===== src/rtl/sseg_scan_mux.sv =====
// Multiplexed scan driver for an NDIG-digit common-anode seven-segment display,
// with frame-aligned double buffering and an anti-ghosting guard at each slot start.
// Define SSEG_LZB_EN to enable leading-zero blanking.
module sseg_scan_mux #(
    parameter int NDIG        = 4,
    parameter int REFRESH_DIV = 100000,
    parameter int GUARD       = 1000
) (
    input  logic                CLK,
    input  logic                RST,
    input  logic [4*NDIG-1:0]   VALUE,
    input  logic [NDIG-1:0]     DP_IN,
    input  logic                LOAD,
    output logic [3:0]          BCD,
    output logic [NDIG-1:0]     AN,
    output logic                DP,
    output logic                PENDING
);
    localparam int CW = $clog2(REFRESH_DIV);
    localparam int IW = $clog2(NDIG);
    localparam logic [CW-1:0] LAST_CNT = CW'(REFRESH_DIV - 1);
    localparam logic [IW-1:0] LAST_IDX = IW'(NDIG - 1);

    logic [CW-1:0]      cnt;
    logic [IW-1:0]      idx;
    logic [4*NDIG-1:0]  sh_val;
    logic [NDIG-1:0]    sh_dp;
    logic [4*NDIG-1:0]  act_val;
    logic [NDIG-1:0]    act_dp;
    logic               pend;

    logic               slot_end;
    logic               wrap;
    logic [NDIG-1:0]    blank;
    logic [3:0]         bcd_p0;
    logic [NDIG-1:0]    an_p0;
    logic               dp_p0;

    assign slot_end = (cnt == LAST_CNT);
    assign wrap     = slot_end && (idx == LAST_IDX);
    assign PENDING  = pend;

    always_ff @(posedge CLK) begin
        if (RST) begin
            cnt     <= '0;
            idx     <= '0;
            sh_val  <= '0;
            sh_dp   <= '0;
            act_val <= '0;
            act_dp  <= '0;
            pend    <= 1'b0;
        end else begin
            if (slot_end) begin
                cnt <= '0;
                idx <= (idx == LAST_IDX) ? '0 : idx + 1'b1;
            end else begin
                cnt <= cnt + 1'b1;
            end

            if (LOAD) begin
                sh_val <= VALUE;
                sh_dp  <= DP_IN;
            end

            // A LOAD coinciding with the wrap bypasses the shadow so it is not lost.
            if (wrap) begin
                pend <= 1'b0;
                if (LOAD) begin
                    act_val <= VALUE;
                    act_dp  <= DP_IN;
                end else if (pend) begin
                    act_val <= sh_val;
                    act_dp  <= sh_dp;
                end
            end else if (LOAD) begin
                pend <= 1'b1;
            end
        end
    end

`ifdef SSEG_LZB_EN
    logic zero_above;

    // Digit i is blanked when it and every more significant nibble are zero.
    always_comb begin
        blank      = '0;
        zero_above = 1'b1;
        for (int i = NDIG - 1; i > 0; i--) begin
            zero_above = zero_above && (act_val[4*i +: 4] == 4'd0);
            blank[i]   = zero_above;
        end
    end
`else
    assign blank = '0;
`endif

    // Stage p0: decode current slot into display drive
    always_comb begin
        bcd_p0 = act_val[4*idx +: 4];
        an_p0  = '1;
        dp_p0  = 1'b1;
        if (!blank[idx]) begin
            dp_p0 = ~act_dp[idx];
            if (int'(cnt) >= GUARD)
                an_p0[idx] = 1'b0;
        end
    end

    // Stage p1: registered outputs, all three updated on the same edge
    always_ff @(posedge CLK) begin
        if (RST) begin
            BCD <= 4'd0;
            AN  <= '1;
            DP  <= 1'b1;
        end else begin
            BCD <= bcd_p0;
            AN  <= an_p0;
            DP  <= dp_p0;
        end
    end
endmodule


===== config.mk =====
export PLATFORM = sky130hd
export DESIGN_NAME = sseg_scan_mux
export DESIGN_NICKNAME = d
export VERILOG_FILES = /design/src/rtl/sseg_scan_mux.sv
export SDC_FILE = /design/constraint.sdc
export NUM_CORES = 1
export LEC_CHECK = 0
export ABC_CLOCK_PERIOD_IN_PS = 2700
export BUFFER_PORTS_ARGS = -buffer_cell sky130_fd_sc_hd__clkbuf_2
export CORE_ASPECT_RATIO = 0.75
export CORE_MARGIN = 2
export CORE_UTILIZATION = 55
export DETAILED_ROUTE_END_ITERATION = 7
export PLACE_DENSITY_LB_ADDON = 0.15
export SLEW_MARGIN = 20
export SYNTH_ARGS = -nofsm -noshare
export SYNTH_HDL_FRONTEND = slang
export SYNTH_SLANG_ARGS = --single-unit

===== constraint.sdc =====
create_clock -name CLK -period 2.7 [get_ports CLK]
set_input_delay 0.405 -clock CLK [delete_from_list [all_inputs] [get_ports CLK]]
set_output_delay 0.405 -clock CLK [all_outputs]
set_load 0.1 [all_outputs]

# After elaboration in Yosys (flattened, before gate mapping)
# Index checks and enable logic that the tools add are counted.
dict set report classes {
  bitwise 3
  reduce_logical 8
  magnitude_cmp 3
  shifts 1
  mux 11
  addsub 2
  n_eq_ne 2
}
# operator count
set op_table {}
lappend op_table {{2-to-1 mux 16 bit} 2}
lappend op_table {{adder 17 x 1 -> 17 bit (second input constant)} 1}
lappend op_table {{equality test 17 bit (second input constant)} 1}
lappend op_table {{greater-or-equal comparator 17 x 10 -> 1 bit (second input constant)} 1}
lappend op_table {{variable part select 16 x 5 -> 4 bit} 1}
lappend op_table {{2-to-1 mux 4 bit} 2}
lappend op_table {{OR reduction 2 bit} 3}
lappend op_table {{binary-select mux 1 bit (select 2 bit)} 2}
lappend op_table {{inverter 4 bit} 1}
lappend op_table {{< comparator 2 x 3 -> 1 bit (second input constant)} 1}
lappend op_table {{2-to-1 mux 1 bit} 3}
lappend op_table {{OR reduction 3 bit} 1}
lappend op_table {{adder 2 x 1 -> 2 bit (second input constant)} 1}
lappend op_table {{demux 1 bit (select 2 bit)} 1}
lappend op_table {{equality test 2 bit (second input constant)} 1}
lappend op_table {{greater-or-equal comparator 2 x 1 -> 1 bit (second input constant)} 1}
lappend op_table {{logical AND 1 bit} 2}
lappend op_table {{2-to-1 mux 2 bit} 1}
lappend op_table {{inverter 1 bit} 2}
lappend op_table {{AND reduction 2 bit} 1}
lappend op_table {{nonzero test 2 bit} 1}
dict set report totals {
  ff_bits 69
  out_inout_bits 10
  input_bits 23
  wordCells 40
}

# Logic depth before layout (Yosys ltp)
dict set report depth {
  depth_word 5
  ltp_mapped 7
  ltp_nobuf 5
}

# Worst setup path after synthesis
# No wires, ideal clock.
dict set report synth_path {
  path_type {reg2reg}
  startpoint {reg cnt[0]}
  endpoint {reg act_dp[0]}
  arrival_ns 1.865
  path_slack_ns 0.714
  path_stages_with_launch 7
  setup_ns 0.121
  cell_sequence {dfxtp_1 -> ha_1 -> and4_1 -> nand4_2 -> or3_4 -> buf_6 -> mux2_4}
}
dict set report synth_via {
  elab_chain_cells 3
}
# element line
set synth_lines {}
lappend synth_lines {{start, declared} 24} ;# logic [CW-1:0] cnt;
lappend synth_lines {{start signal, assigned} 57} ;# cnt <= cnt + 1'b1;
lappend synth_lines {{equality test 17 bit} 39} ;# assign slot_end = (cnt == LAST_CNT);
lappend synth_lines {{logical AND 1 bit} 40} ;# assign wrap = slot_end && (idx == LAST_IDX);
lappend synth_lines {{AND reduction 2 bit (no source line)} --}
lappend synth_lines {{end signal, assigned} 73} ;# act_dp <= sh_dp;
lappend synth_lines {{end, declared} 29} ;# logic [NDIG-1:0] act_dp;
# No other way between the ends.
# A chain may end at the register's enable or synchronous reset.

# Final worst setup path
dict set report layout_path {
  startpoint {reg cnt[0]}
  endpoint {reg act_val[8]}
}
dict set report layout_via {
  elab_chain_cells 3
}
# element line
set layout_lines {}
lappend layout_lines {{equality test 17 bit} 39}
lappend layout_lines {{logical AND 1 bit} 40}
lappend layout_lines {{AND reduction 2 bit (no source line)} --}
lappend layout_lines {{end signal, assigned} 72} ;# act_val <= sh_val;
lappend layout_lines {{end, declared} 28} ;# logic [4*NDIG-1:0] act_val;
# No other way between the ends.

==> impl_metrics.json <==
{
  "grt_pass1_vias": 1712,
  "dp_slack_ns": 0.4870,
  "via_per_inst": 4.966,
  "cts_buffers": 9,
  "slew_headroom": 0.5572,
  "setup_viol": 0,
  "finalCritPeriodShare": 0.8383,
  "combPwrFrac": 0.049,
  "synthToLayoutAreaGrowth_pct": 13.37,
  "powerDensity_nw_per_um2": 576.0,
  "holdBufCountCts": 0,
  "cp-start-kind": "flop",
  "grt_pass1_wl_um": 8252,
  "final_nets": 329,
  "dieArea_um2": 5843,
  "die-height_um": 66.70,
  "drtIter0Drc": 108,
  "power.share.sequential": 0.558,
  "switching_power_uw": 451.7,
  "htreeDepth": 3,
  "hold_viol_final": 0,
  "max_clock_freq_mhz": 441.8,
  "clock-sinks": 69,
  "die_w_um": 87.60,
  "critPathMaxFanout": 20,
  "cts_root_buffer": "clkbuf_8",
  "gr-total-overflow": 0,
  "io_buffers": 32,
  "final.min_clock_period_ns": 2.264,
  "rsz0062_at_grt": "false",
  "num_antenna_cells": 0,
  "yosysUniqueCellTypes": 30,
  "dr.pass1.iters": 6,
  "syn_avg_cell_area_um2": 10.80,
  "drcViolationCount": 0,
  "synth_seq_area_share": 0.4792,
  "cts_tree": "done",
  "mappedNetlistArea_um2": 2883,
  "rows": 22,
  "wire_per_inst_um": 13.25,
  "initial_core_util": 0.5786,
  "syn_nets": 296,
  "drive_gt1_frac": 0.2623,
  "synthCells": 267,
  "finalMaxSlewViolations": 0,
  "core-area_um2": 4982,
  "crit_arrival_ns": 2.49,
  "power.internal_mw": 1.431,
  "sw_frac_of_total": 0.2400,
  "ir_drop_mv": 0.3694,
  "place.gp.congestion": 0.8297,
  "clockPowerShare": 0.392,
  "worst_slew_pin_slew_ns": 0.6642,
  "drt-total-wl_um": 4996,
  "worstHoldPathType": "input port to flop",
  "r2r-start": "cnt[0]$_SDFF_PP0_",
  "drv_cap": 0,
  "critPathLaunch": "cnt[0]$_SDFF_PP0_",
  "clkLatencyLatePin_ns": 0.35,
  "post-cts-setup-buffers": 0,
  "p_leak_nw": 1.407,
  "min_from": "VALUE[15]",
  "cp-end-kind": "flop",
  "antenna_found_initial": 0,
  "status": "complete, no violations",
  "synth_warnings": 0,
  "worstPathRequired_ns": 2.93,
  "cts_resized": 0,
  "use_met1": 0.2624,
  "ioPinCount": 33,
  "final_antenna_net_count": 0,
  "hpwl_um": 3446,
  "synth_seq_cells": 69,
  "grt_max_degree": 27,
  "setup_slack_ns": 0.4365,
  "grtUsageTotal": 0.1945,
  "setup.worst_path.class": "flop to flop",
  "skew_ns": 0.009308,
  "use_met2": 0.2689,
  "setup_tns_ns": 0,
  "clk_pin_slew_ns": 0.07,
  "met3_usage": 0.08178,
  "clock_path_buffers": 2,
  "busiest_layer": "met2",
  "vias": 1872
}
[placed cells by master (no fill, tap or decap)]
cell type   count
nor3_1          4
nor2_1         42
nand3_1         6
nand4_1         5
inv_1           7
mux2i_1        21
o21ai_0         1
nor4_1          4
nand2_1        10
mux4_2          5
or3_1           3
xnor2_1        10
xor2_1          3
clkbuf_2       32
clkinv_4        1
a21oi_1         3
dfxtp_1        69
and4_1          1
and4b_1         1
buf_4           3
clkinvlp_4      2
nor2b_1        24
or3_4           1
or4_1           1
nand2b_1        3
nor4_4          1
nand4_2         1
mux2_4         20
and4bb_2        1
clkbuf_8       10
a31oi_1         1
ha_1            6
clkinv_2        3
[path summary, 6_finish.rpt]
check / endpoint / slack (ns) / cells after the start
hold reg to reg: cnt[15]$_SDFF_PP0_ / 0.52 / 2
setup / recovery: act_val[8]$_SDFFE_PP0P_ / 0.44 / 5
hold / removal: sh_val[15]$_SDFFE_PP0P_ / 0.35 / 3
setup reg to reg: act_val[8]$_SDFFE_PP0P_ / 0.44 / 5
[routing by layer]
metal  share of wire  vias to the layer above
li1                -                      977
met1            0.53                      850
met2            0.42                       35
met3           0.039                       10
met4           0.017                        0
met5               0                        -
[worst max-delay path, cell delays in order, from the launching register on]
cell and delay (ns):
dfxtp_1 0.46, ha_1 0.29, and4_1 0.26, nand4_2 0.18, or3_4 0.60, mux2_4 0.35
[flip-flops by register name, indices dropped and copies added, names as in the netlist]
signal   count
AN           4
BCD          4
DP           1
PENDING      1
act_dp       4
act_val     16
cnt         17
idx          2
sh_dp        4
sh_val      16
[cells by family (layout without fill, tap and decap cells)]
kind of cell | Yosys count | in the layout | synth area share
mux | 46 | 46 | 0.2161
compound gates | 5 | 5 | 0.009113
flops | 69 | 69 | 0.4792
simple gates | 108 | 108 | 0.1988
fa+ha+maj | 6 | 6 | 0.02604
xor+xnor | 13 | 13 | 0.03950
buf+inv | 20 | 58 | 0.03125
[stage by stage]
| step | hold slack (ns) | util | std cells | area, um^2 | total power [mW] |
|---|---|---|---|---|---|
| floorplan | 0.4648 | - | 267 | 2883 | 1.135 |
| global placement | 0.4855 | 0.6205 | 361 | 3092 | 1.164 |
| detailed placement | 0.5041 | 0.6205 | 361 | 3092 | 1.168 |
| CTS | 0.3296 | 0.6560 | 377 | 3268 | 1.913 |
| global route | 0.3369 | 0.6560 | 377 | 3268 | 1.966 |
| finish | 0.3463 | 0.6560 | 377 | 3268 | 1.883 |
[cells in the mapped netlist]
master / count / area (um^2)
nor2b_1: 24 / 150.1
xnor2_1: 10 / 87.58
o21ai_0: 1 / 5.000
nor4_1: 4 / 25.02
buf_6: 2 / 22.52
xor2_1: 3 / 26.28
and4b_1: 1 / 10.01
dfxtp_1: 69 / 1381
and4_1: 1 / 8.760
ha_1: 6 / 75.07
a31oi_1: 1 / 6.260
clkbuf_1: 8 / 30.03
nand4_1: 5 / 31.28
nand2b_1: 3 / 18.77
nand2_1: 10 / 37.54
nor4_4: 1 / 21.27
and4bb_2: 1 / 12.51
nand4_2: 1 / 12.51
mux2_4: 20 / 300.3
or3_4: 1 / 11.26
nand3_1: 6 / 30.03
mux2i_1: 21 / 210.2
nor3_1: 4 / 20.02
mux4_2: 5 / 112.6
a21oi_1: 3 / 15.01
nor2_1: 42 / 157.7
buf_1: 3 / 11.26
or4_1: 1 / 7.510
inv_1: 7 / 26.28
or3_1: 3 / 18.77
[final cells by class]
cell class | count | area (um^2)
fillers | 415 | 1714
inverters | 7 | 26.28
clock inverters | 6 | 38.79
repair buffers | 35 | 182.7
clock buffers | 10 | 137.6
multi-input cells | 178 | 1411
flip-flops and latches | 69 | 1381
well taps | 72 | 90.09
[power by group through the flow]
stage | clock network (mW) | registers (mW) | logic, mW
floorplan | 0 | 1.08 | 0.0563
global placement | 0 | 1.07 | 0.0923
detailed placement | 0 | 1.07 | 0.0932
CTS | 0.768 | 1.05 | 0.0942
global route | 0.809 | 1.05 | 0.104
finish | 0.739 | 1.05 | 0.0929
No activity file was read; power rests on OpenSTA's default activity.
